File: config.mk
export PLATFORM = sky130hd
export DESIGN_NAME = mem_port_arbiter
export DESIGN_NICKNAME = d
export VERILOG_FILES = /design/src/rtl/mem_port_arbiter.sv
export SDC_FILE = /design/constraint.sdc
export NUM_CORES = 1
export LEC_CHECK = 0
export ABC_AREA = 1
export ABC_CLOCK_PERIOD_IN_PS = 2009
export BUFFER_PORTS_ARGS = -buffer_cell sky130_fd_sc_hd__buf_2
export CORE_UTILIZATION = 39
export CTS_CLUSTER_SIZE = 20
export DETAILED_ROUTE_END_ITERATION = 12
export PLACE_DENSITY = 0.78
export SYNTH_ARGS = -nofsm -noshare
export SYNTH_HDL_FRONTEND = slang
export SYNTH_SLANG_ARGS = --single-unit
File: constraint.sdc
create_clock -name clk -period 2.01 [get_ports clk]
set_input_delay 0 -clock clk [delete_from_list [all_inputs] [get_ports clk]]
set_output_delay 0 -clock clk [all_outputs]
set_load 0.02 [all_outputs]
File: src/rtl/mem_port_arbiter.sv
// Per-cycle arbiter between instruction fetch and data load/store for one single-ported memory.
// Define ARB_STATS_EN to add saturating conflict/misalign counters (stat_conflicts, stat_misal).
module mem_port_arbiter #(
  parameter int ADDR_W     = 14,
  parameter int DATA_W     = 32,
  parameter int MAX_DBURST = 3
) (
  input  logic              clk,
  input  logic              rst,
  input  logic              if_req,
  input  logic [ADDR_W-1:0] if_addr,
  output logic              if_stall,
  output logic              if_valid,
  output logic [DATA_W-1:0] if_rdata,
  input  logic              ls_rd,
  input  logic              ls_wr,
  input  logic [ADDR_W-1:0] ls_addr,
  input  logic [2:0]        ls_func3,
  input  logic [DATA_W-1:0] ls_wdata,
  output logic              ls_stall,
  output logic              ls_valid,
  output logic [DATA_W-1:0] ls_rdata,
  output logic              ls_misal,
  output logic [ADDR_W-1:0] mem_addr,
  output logic [2:0]        mem_func3,
  output logic              mem_rd,
  output logic              mem_wr,
  output logic [DATA_W-1:0] mem_wdata,
  input  logic [DATA_W-1:0] mem_rdata
`ifdef ARB_STATS_EN
  ,
  output logic [15:0]       stat_conflicts,
  output logic [15:0]       stat_misal
`endif
);

  localparam int CW = $clog2(MAX_DBURST + 1);

  typedef enum logic [1:0] {IDLE = 2'd0, FETCH = 2'd1, DATA = 2'd2} st_t;

  st_t          st, st_nxt;
  logic [CW-1:0] dcnt;
  logic         dreq, data_grant, fetch_grant, misal, misal_grant, ld;

  assign dreq = ls_rd | ls_wr;
  assign ld   = ls_rd & ~ls_wr;

  always_comb begin
    misal = 1'b0;
    case (ls_func3)
      3'b001, 3'b101: misal = ls_addr[0];
      3'b010:         misal = |ls_addr[1:0];
      default:        misal = 1'b0;
    endcase
  end

  // Fetch wins only once data has held the port MAX_DBURST times in a row against it.
  assign data_grant  = ~rst & dreq & ~(if_req & (dcnt == CW'(MAX_DBURST)));
  assign fetch_grant = ~rst & if_req & ~data_grant;
  assign misal_grant = data_grant & misal;
  assign if_stall    = if_req & ~fetch_grant;
  assign ls_stall    = dreq & ~data_grant;

  always_comb begin
    mem_addr  = '0;
    mem_func3 = 3'b000;
    mem_rd    = 1'b0;
    mem_wr    = 1'b0;
    mem_wdata = '0;
    if (data_grant) begin
      mem_addr  = ls_addr;
      mem_func3 = ls_func3;
      mem_rd    = ld & ~misal;
      mem_wr    = ls_wr & ~misal;
      mem_wdata = ls_wdata;
    end else if (fetch_grant) begin
      mem_addr  = if_addr;
      mem_func3 = 3'b010;
    end
  end

  always_comb begin
    st_nxt = IDLE;
    case (st)
      IDLE: begin
        if (fetch_grant)     st_nxt = FETCH;
        else if (data_grant) st_nxt = DATA;
      end
      FETCH, DATA: begin
        if (!if_req && !dreq) st_nxt = IDLE;
        else if (fetch_grant) st_nxt = FETCH;
        else if (data_grant)  st_nxt = DATA;
      end
      default: st_nxt = IDLE;
    endcase
  end

  always_ff @(posedge clk or posedge rst) begin
    if (rst) begin
      st       <= IDLE;
      dcnt     <= '0;
      if_valid <= 1'b0;
      ls_valid <= 1'b0;
      ls_misal <= 1'b0;
      if_rdata <= '0;
      ls_rdata <= '0;
    end else begin
      st       <= st_nxt;
      if_valid <= fetch_grant;
      ls_valid <= data_grant & (ld | misal);
      ls_misal <= misal_grant;
      if (fetch_grant) if_rdata <= mem_rdata;
      if (misal_grant)             ls_rdata <= '0;
      else if (data_grant && ld)   ls_rdata <= mem_rdata;
      if (fetch_grant || !if_req)  dcnt <= '0;
      else if (data_grant && dcnt != CW'(MAX_DBURST)) dcnt <= dcnt + 1'b1;
    end
  end

`ifdef ARB_STATS_EN
  always_ff @(posedge clk or posedge rst) begin
    if (rst) begin
      stat_conflicts <= '0;
      stat_misal     <= '0;
    end else begin
      if (if_req && dreq && stat_conflicts != 16'hFFFF) stat_conflicts <= stat_conflicts + 16'd1;
      if (misal_grant && stat_misal != 16'hFFFF)        stat_misal     <= stat_misal + 16'd1;
    end
  end
`endif

endmodule

### Yosys cells after proc, flatten, opt, wreduce, memory -nomap -nowiden

Index checks and enable logic that the tools add are counted.

| storage, ports and cells | value |
|---|---|
| flip-flop bits (word level) | 69 |
| output and inout port bits | 120 |

| operators by class | value |
|---|---|
| add/sub/neg operators | 1 |
| equality and inequality tests | 5 |
| multiplexer cells | 12 |
| bitwise gates (word level) | 20 |
| reduce and logical (&&, ||, !) cells | 8 |

Operators by type and width:

| kind | number |
|---|---|
| 32-bit two-way mux | 3 |
| 14-bit two-way mux | 2 |
| 1-bit AND | 12 |
| 2-bit two-way mux | 3 |
| 1-bit NOT | 6 |
| 2-bit nonzero test | 2 |
| 2-bit OR reduction | 2 |
| 3-bit by 1-bit equality test with 1-bit output (second input constant) | 1 |
| 3-bit by 2-bit equality test with 1-bit output (second input constant) | 1 |
| 3-bit equality test (second input constant) | 1 |
| 3-bit two-way mux | 1 |
| 2-bit by 1-bit adder with 2-bit output (second input constant) | 1 |
| 2-bit equality test (second input constant) | 1 |
| 1-bit logical AND | 2 |
| 1-bit two-way mux | 2 |
| 2-bit != test (second input constant) | 1 |
| 1-bit OR | 2 |
| 1-bit case mux with 2 select lines | 1 |
| 1-bit logical NOT | 1 |
| 1-bit logical OR | 1 |

### Longest topological paths before layout

Gate-level depths: netlist of the first run.

| logic depth | value |
|---|---|
| depth after elaboration | 8 |
| depth in mapped cells | 10 |
| gate-level depth less buffers | 9 |

### Least setup slack after synthesis of the first run

OpenSTA, ideal clock, no wires.

| timing | value |
|---|---|
| kind | input-to-output |
| start point | input port rst |
| end point | output port mem_func3[1] |
| data arrival time | 1.862 ns |
| setup slack | 0.148 ns |
| stages | 6 |
| path buffers | 1 |
| path through | inv_2 > nand2_2 > nor2_4 > inv_2 > buf_2 > o21ai_0 |

| on the way | value |
|---|---|
| longest elaborated chain between the ends | 7 |

RTL lines:

| item | RTL line | RTL |
|---|---|---|
| start: declaration | 9 | `input logic rst,` |
| 1-bit NOT * | 58, 59 |  |
| 1-bit AND (2 in series) | 58 | `assign data_grant = ~rst & dreq & ~(if_req & (dcnt == CW'(MAX_DBURST)));` |
| 1-bit NOT | 59 | `assign fetch_grant = ~rst & if_req & ~data_grant;` |
| 1-bit AND | 59 |  |
| 2-bit two-way mux | 76 | `end else if (fetch_grant) begin` |
| 3-bit two-way mux * | 70 | `if (data_grant) begin` |
| end: declaration | 25 | `output logic [2:0] mem_func3,` |

Every way passes the cells marked *; elsewhere a longest branch is shown, timed or not.

### Worst setup path after layout of the first run

| timing | value |
|---|---|
| start point | register dcnt[0] |
| end point | output port if_stall |

| on the way | value |
|---|---|
| longest elaborated chain between the ends | 8 |

RTL lines:

| item | RTL line | RTL |
|---|---|---|
| start: declaration | 42 | `logic [CW-1:0] dcnt;` |
| start signal: assignment | 116 | `else if (data_grant && dcnt != CW'(MAX_DBURST)) dcnt <= dcnt + 1'b1;` |
| 2-bit equality test | 58 |  |
| 1-bit AND | 58 |  |
| 1-bit NOT | 58 |  |
| 1-bit AND | 58 |  |
| 1-bit NOT | 59 |  |
| 1-bit AND | 59 |  |
| 1-bit NOT | 61 | `assign if_stall = if_req & ~fetch_grant;` |
| 1-bit AND | 61 |  |
| end: declaration | 12 | `output logic if_stall,` |

Every way passes these cells.

==> run metrics, run 1 <==
run status finished, final reports clean; dominant cell type by area after synthesis dfrtp_1; detailed placement HPWL 7322 um; post-synthesis cell count 430; Root Buffer clkbuf_8; design area 5057 um2; CP Data Required Time 2010 ps; P&R area growth vs syn 54.63%; Max-slew headroom 53.45%; minimum clock period 1929 ps; Comb power frac 31.4%; Yosys reg bits 69; power share of the clock group 25.1%; cells taking the most area after synthesis dfrtp_1 53%, nand2_1 20%, nand3_1 10%, inv_1 4.9%, nor2_1 4.5%; Die Ht 93.58 um; share of cells above drive strength 1 37.45%; GP Congestion 0.8206; Final Max Slew Viols 0; r2r startpoint dcnt[0]$_DFFE_PP0P_; die width 93.58 um; NetSw 1.409 mW; nets 786; initial antenna violation count 0; DP Cell Count 740; Worst Setup Start Kind flop; FF+latch area 1727 um2; placed cell area 4448 um2; Rows 33; CTS Buf Count 9; Pwr Total 3.919 mW; CP Capture Type output pin; CORE AREA 8175 um2; Worst EP arrival 1930 ps; worst IR drop on VDD 0.4472 mV; first-pass GRT wire length 17,110 um; Port Buf Inserts 219; GRT Overall Usage 25.25%; Fillers 726; CTS tree yes; post-synthesis instance area 3271 um2; HP Start ls_rd; Setup Skew 7.950 ps; worst-path fanout max 5; die area 8756 um2; sequential area share after synthesis 52.79%; Synthesized Nets 531; final WL 11,120 um; most common cell after layout, fill and taps aside buf_2; worst-case clock buffer depth 2; total number of vias 3,759; most frequent cells in the layout 216 x buf_2, 172 x nand2_1, 69 x dfrtp_1; Syn Area/Cell 7.606 um2; # clock sinks 69; post-synth top area share 52.79%; maximum operating frequency 518.4 MHz; Multi-input gate area 1250 um2; Clk pin slew, worst setup/hold paths 70 ps; Hold Vio Cnt, Final 0; sequential share of power 43.6%; slew of the pin with the lowest slew margin 695.7 ps; Non-Filler Instances 794; Pwr Density 774.9 nW/um2; Setup WS post-layout 81.07 ps; DRT iter0 DRCs 114; DR vias/cell 4.734; Int Pwr 2.510 mW; final period utilization 95.97%; Final ANT Viol Nets 0; max_cap viols 0; RSZ-0062 raised after global routing yes; count of final setup violators 0; antenna cells 0; Residual DRC 0; Pre-antenna DRT Iters 4; CP startpoint dcnt[0]$_DFFE_PP0P_; leakage 3.203 nW; gr ovfl total 0; IO Count 220; Worst-Skew Late Latency 340 ps; DP Worst Slack 231.2 ps; Yosys cell types 20; Min Hold Slack 185.4 ps; H-tree depth 3; Syn. warnings 0; initial core utilization 40.01%; drt wl/cell 14.00 um; switch share 35.96%; largest net degree at the start of global routing 46; WS Path Type flop to output pin; vias in the first global route 3,679; HP Class input port to flop
==> repair_timing <==
item | in CTS | in global routing
gates resized for setup | 2 | 13
endpoints found under the hold margin | 135 | 0
cloned | 0 | 2
endpoints found under the setup margin | 12 | 43
hold buffers | 34 | 0
buffers inserted | 0 | 3
==> final timing paths <==
kind	to	slack, ps	depth (start not counted)
setup reg to reg	if_rdata[2]$_DFFE_PP0P_	220	10
hold / removal	ls_rdata[1]$_DFFE_PP0P_	190	5
setup / recovery	if_stall	80	10
min in group asynchronous	ls_rdata[19]$_DFFE_PP0P_	400	4
hold reg to reg	if_rdata[15]$_DFFE_PP0P_	480	2
max in group asynchronous	if_rdata[23]$_DFFE_PP0P_	1270	4
==> cell type report <==
class | instances | share of cell area [%]
timing repair buffer | 266 | 30.97
timing repair inverter | 1 | 0.2227
tap | 105 | 2.598
clock inverter | 4 | 0.4948
inverter | 47 | 4.057
multi-input combinational | 291 | 24.72
clock buffer | 11 | 2.796
sequential | 69 | 34.14
==> sequential cells by signal, summed over array words and instances (netlist names) <==
name      flops
ls_valid      1
ls_rdata     32
dcnt          2
ls_misal      1
if_rdata     32
if_valid      1
==> per-layer routing <==
layer	global-route usage [%]	vias up	routed length (um)
met2	45.59	180	5788
met3	5.935	23	820
li1	-	1820	-
met4	12.18	0	225
met5	0	-	0
met1	27.73	1736	4282
==> metrics by stage <==
step | TNS [ps] | util (%)
floorplan | 0 | -
global placement | 0 | 54.41
detailed placement | 0 | 54.41
CTS | 0 | 60.74
global route | -79.99 | 61.86
finish | 0 | 61.86
==> power groups by stage <==
stage | Sequential, mW | Clock, mW | Combinational (mW)
6_report | 1.71 | 0.983 | 1.23
5_1_grt | 1.73 | 1.07 | 1.34
4_1_cts | 1.70 | 1.00 | 1.20
3_5_place_dp | 1.73 | 0 | 1.15
3_3_place_gp | 1.72 | 0 | 1.13
2_1_floorplan | 1.98 | 0 | 0.415
==> kinds of logic (layout without fill, tap and decap cells) <==
family / Yosys count / count (layout) / synth area share [%]
and+or+nand+nor: 284 / 285 / 36.19
buffers and inverters: 71 / 329 / 9.679
AOI/OAI and AO/OA: 4 / 4 / 0.6882
DFF: 69 / 69 / 52.79
xor gates and xnor gates: 1 / 1 / 0.2678
adders and majority gates: 1 / 1 / 0.3825
==> critical path, stage by stage, from the launching register on <==
cell and delay, ps:
dfrtp_1 400, ha_1 200, nand2_1 110, nand2_2 80, nor2_4 150, inv_4 90
nand2_8 110, buf_4 160, nand2_1 80, inv_1 50, buf_2 150
==> cell usage after synthesis (all sizes together) <==
library cell	instances
buf	18
nand4	1
dfrtp	69
o22ai	2
nor2	40
nand3	69
xor2	1
inv	47
o21ai	1
ha	1
clkbuf	6
nand2	174
a21oi	1
Note: power is estimated with default switching activity, not from simulation.
==> run 2: changes to the inputs <==
--- a/constraint.sdc
+++ b/constraint.sdc
@@ -3,2 +3,2 @@
 set_output_delay 0 -clock clk [all_outputs]
-set_load 0.02 [all_outputs]
+set_load 0.01 [all_outputs]
==> run metrics, run 2 (synthesized netlist as in run 1, its figures left out) <==
run status finished, final reports clean; antenna cells 0; Worst path slowest cell dfrtp_1; Regs by FF count if_rdata: 32 flops, ls_rdata: 32 flops, dcnt: 2 flops; Worst EP arrival 1930 ps; vias in the first global route 3,554; depth of the worst register-to-register path 9; IO Count 220; drt wl/cell 13.52 um; Hold Vio Cnt, Final 0; Die Ht 93.58 um; WS Path Type flop to output pin; Fillers 727; P&R area growth vs syn 52.83%; DRT iter0 DRCs 120; CORE AREA 8175 um2; Residual DRC 0; total number of vias 3,664; CTS tree yes; H-tree depth 3; # clock sinks 69; maximum operating frequency 518.8 MHz; Worst path top cell family by delay buffers and inverters; GP Congestion 0.7911; final WL 10,690 um; Min Hold Slack 150.6 ps; first-pass GRT wire length 16,740 um; Final ANT Viol Nets 0; most common cell after layout, fill and taps aside buf_2; Port Buf Inserts 219; worst IR drop on VDD 0.5395 mV; largest net degree at the start of global routing 46; CP Capture Type output pin; CTS Buf Count 9; Crit path depth 8; Hold Path Depth 5; Clk pin slew, worst setup/hold paths 80 ps; number of setup buffers added after CTS 0; detailed placement HPWL 7304 um; Rows 33; leakage 3.183 nW; worst-path fanout max 38; placed cell area 4456 um2; CP Cell Sequence ha_1, nand2_1, nand2_2, nor2_4, inv_2, buf_4, o22ai_1, buf_2; Pwr Density 746.7 nW/um2; max_cap viols 0; Worst Setup Start Kind flop; slew of the pin with the lowest slew margin 477.0 ps; RSZ-0062 raised after global routing yes; Root Buffer clkbuf_8; Final Max Slew Viols 0; nets 782; Pre-antenna DRT Iters 4; Non-Filler Instances 791; DP Cell Count 741; count of final setup violators 0; Setup Skew 12.77 ps; worst-case clock buffer depth 2; FF+latch area 1727 um2; Multi-input gate area 1239 um2; HP Class input port to flop; most frequent cells in the layout 219 x buf_2, 172 x nand2_1, 69 x dfrtp_1; Worst-Skew Late Latency 330 ps; final period utilization 95.90%; gr ovfl total 0; Max-slew headroom 68.20%; die width 93.58 um; DR vias/cell 4.632; GRT Overall Usage 24.82%; worst path bufs/invs 3; initial core utilization 40.01%; largest stage delay on the critical path 400 ps; die area 8756 um2; CP Data Required Time 2010 ps; share of cells above drive strength 1 37.32%; initial antenna violation count 0; design area 4999 um2; minimum clock period 1928 ps
run 2: worst reg2reg max path: cells and delay by family, from the launching register on:
| kind | cells | cell delay [ps] |
|---|---|---|
| simple gates | 6 | 640 |
| buf+inv | 2 | 330 |
| fa+ha+maj | 1 | 200 |
| flops | 1 | 400 |
run 2: layer usage:
layer | vias up | share of wire, % | global-route usage [%]
met5 | - | 0 | 0
met4 | 0 | 1.6 | 7.692
met3 | 16 | 6.4 | 4.634
li1 | 1813 | - | -
met1 | 1682 | 40 | 28.67
met2 | 153 | 52 | 46.08
run 2: area by class of cell:
type / instances / share of cell area [%]
clock buffer: 11 / 3.029
clock inverter: 5 / 0.7009
inverter: 47 / 3.680
multi-input combinational: 290 / 24.78
sequential: 69 / 34.54
tap: 105 / 2.628
timing repair buffer: 264 / 30.64
run 2: path summary, 6_finish.rpt:
check / slack (ps) / from / end
setup / recovery: 80 / dcnt[0]$_DFFE_PP0P_ / mem_addr[0]
hold / removal: 150 / ls_rd / ls_rdata[15]$_DFFE_PP0P_
setup reg to reg: 380 / dcnt[0]$_DFFE_PP0P_ / if_rdata[25]$_DFFE_PP0P_
hold reg to reg: 480 / if_rdata[20]$_DFFE_PP0P_ / if_rdata[20]$_DFFE_PP0P_
max in group asynchronous: 1250 / rst / ls_rdata[22]$_DFFE_PP0P_
min in group asynchronous: 400 / rst / dcnt[0]$_DFFE_PP0P_
run 2: where the power goes:
part | total [mW] | switching (mW) | internal, mW
clock | 1.03 | 0.519 | 0.515
sequential | 1.71 | 0.118 | 1.59
combinational | 0.986 | 0.555 | 0.431
total | 3.73 | 1.19 | 2.54
run 2: stage by stage:
step	total power, mW	setup slack, ps	setup TNS (ps)	util [%]
after floorplan	2.191	304.0	0	-
after global placement	2.636	336.1	0	54.50
after detailed placement	2.663	249.9	0	54.50
after CTS	3.757	45.54	0	61.08
after global routing	3.953	-43.90	-394.8	61.14
final	3.732	82.32	0	61.14
run 2: timing repair:
item,CTS,global route
gates resized for setup,2,3
endpoints found under the setup margin,12,17
hold buffers,34,0
hold endpoints to repair,135,0
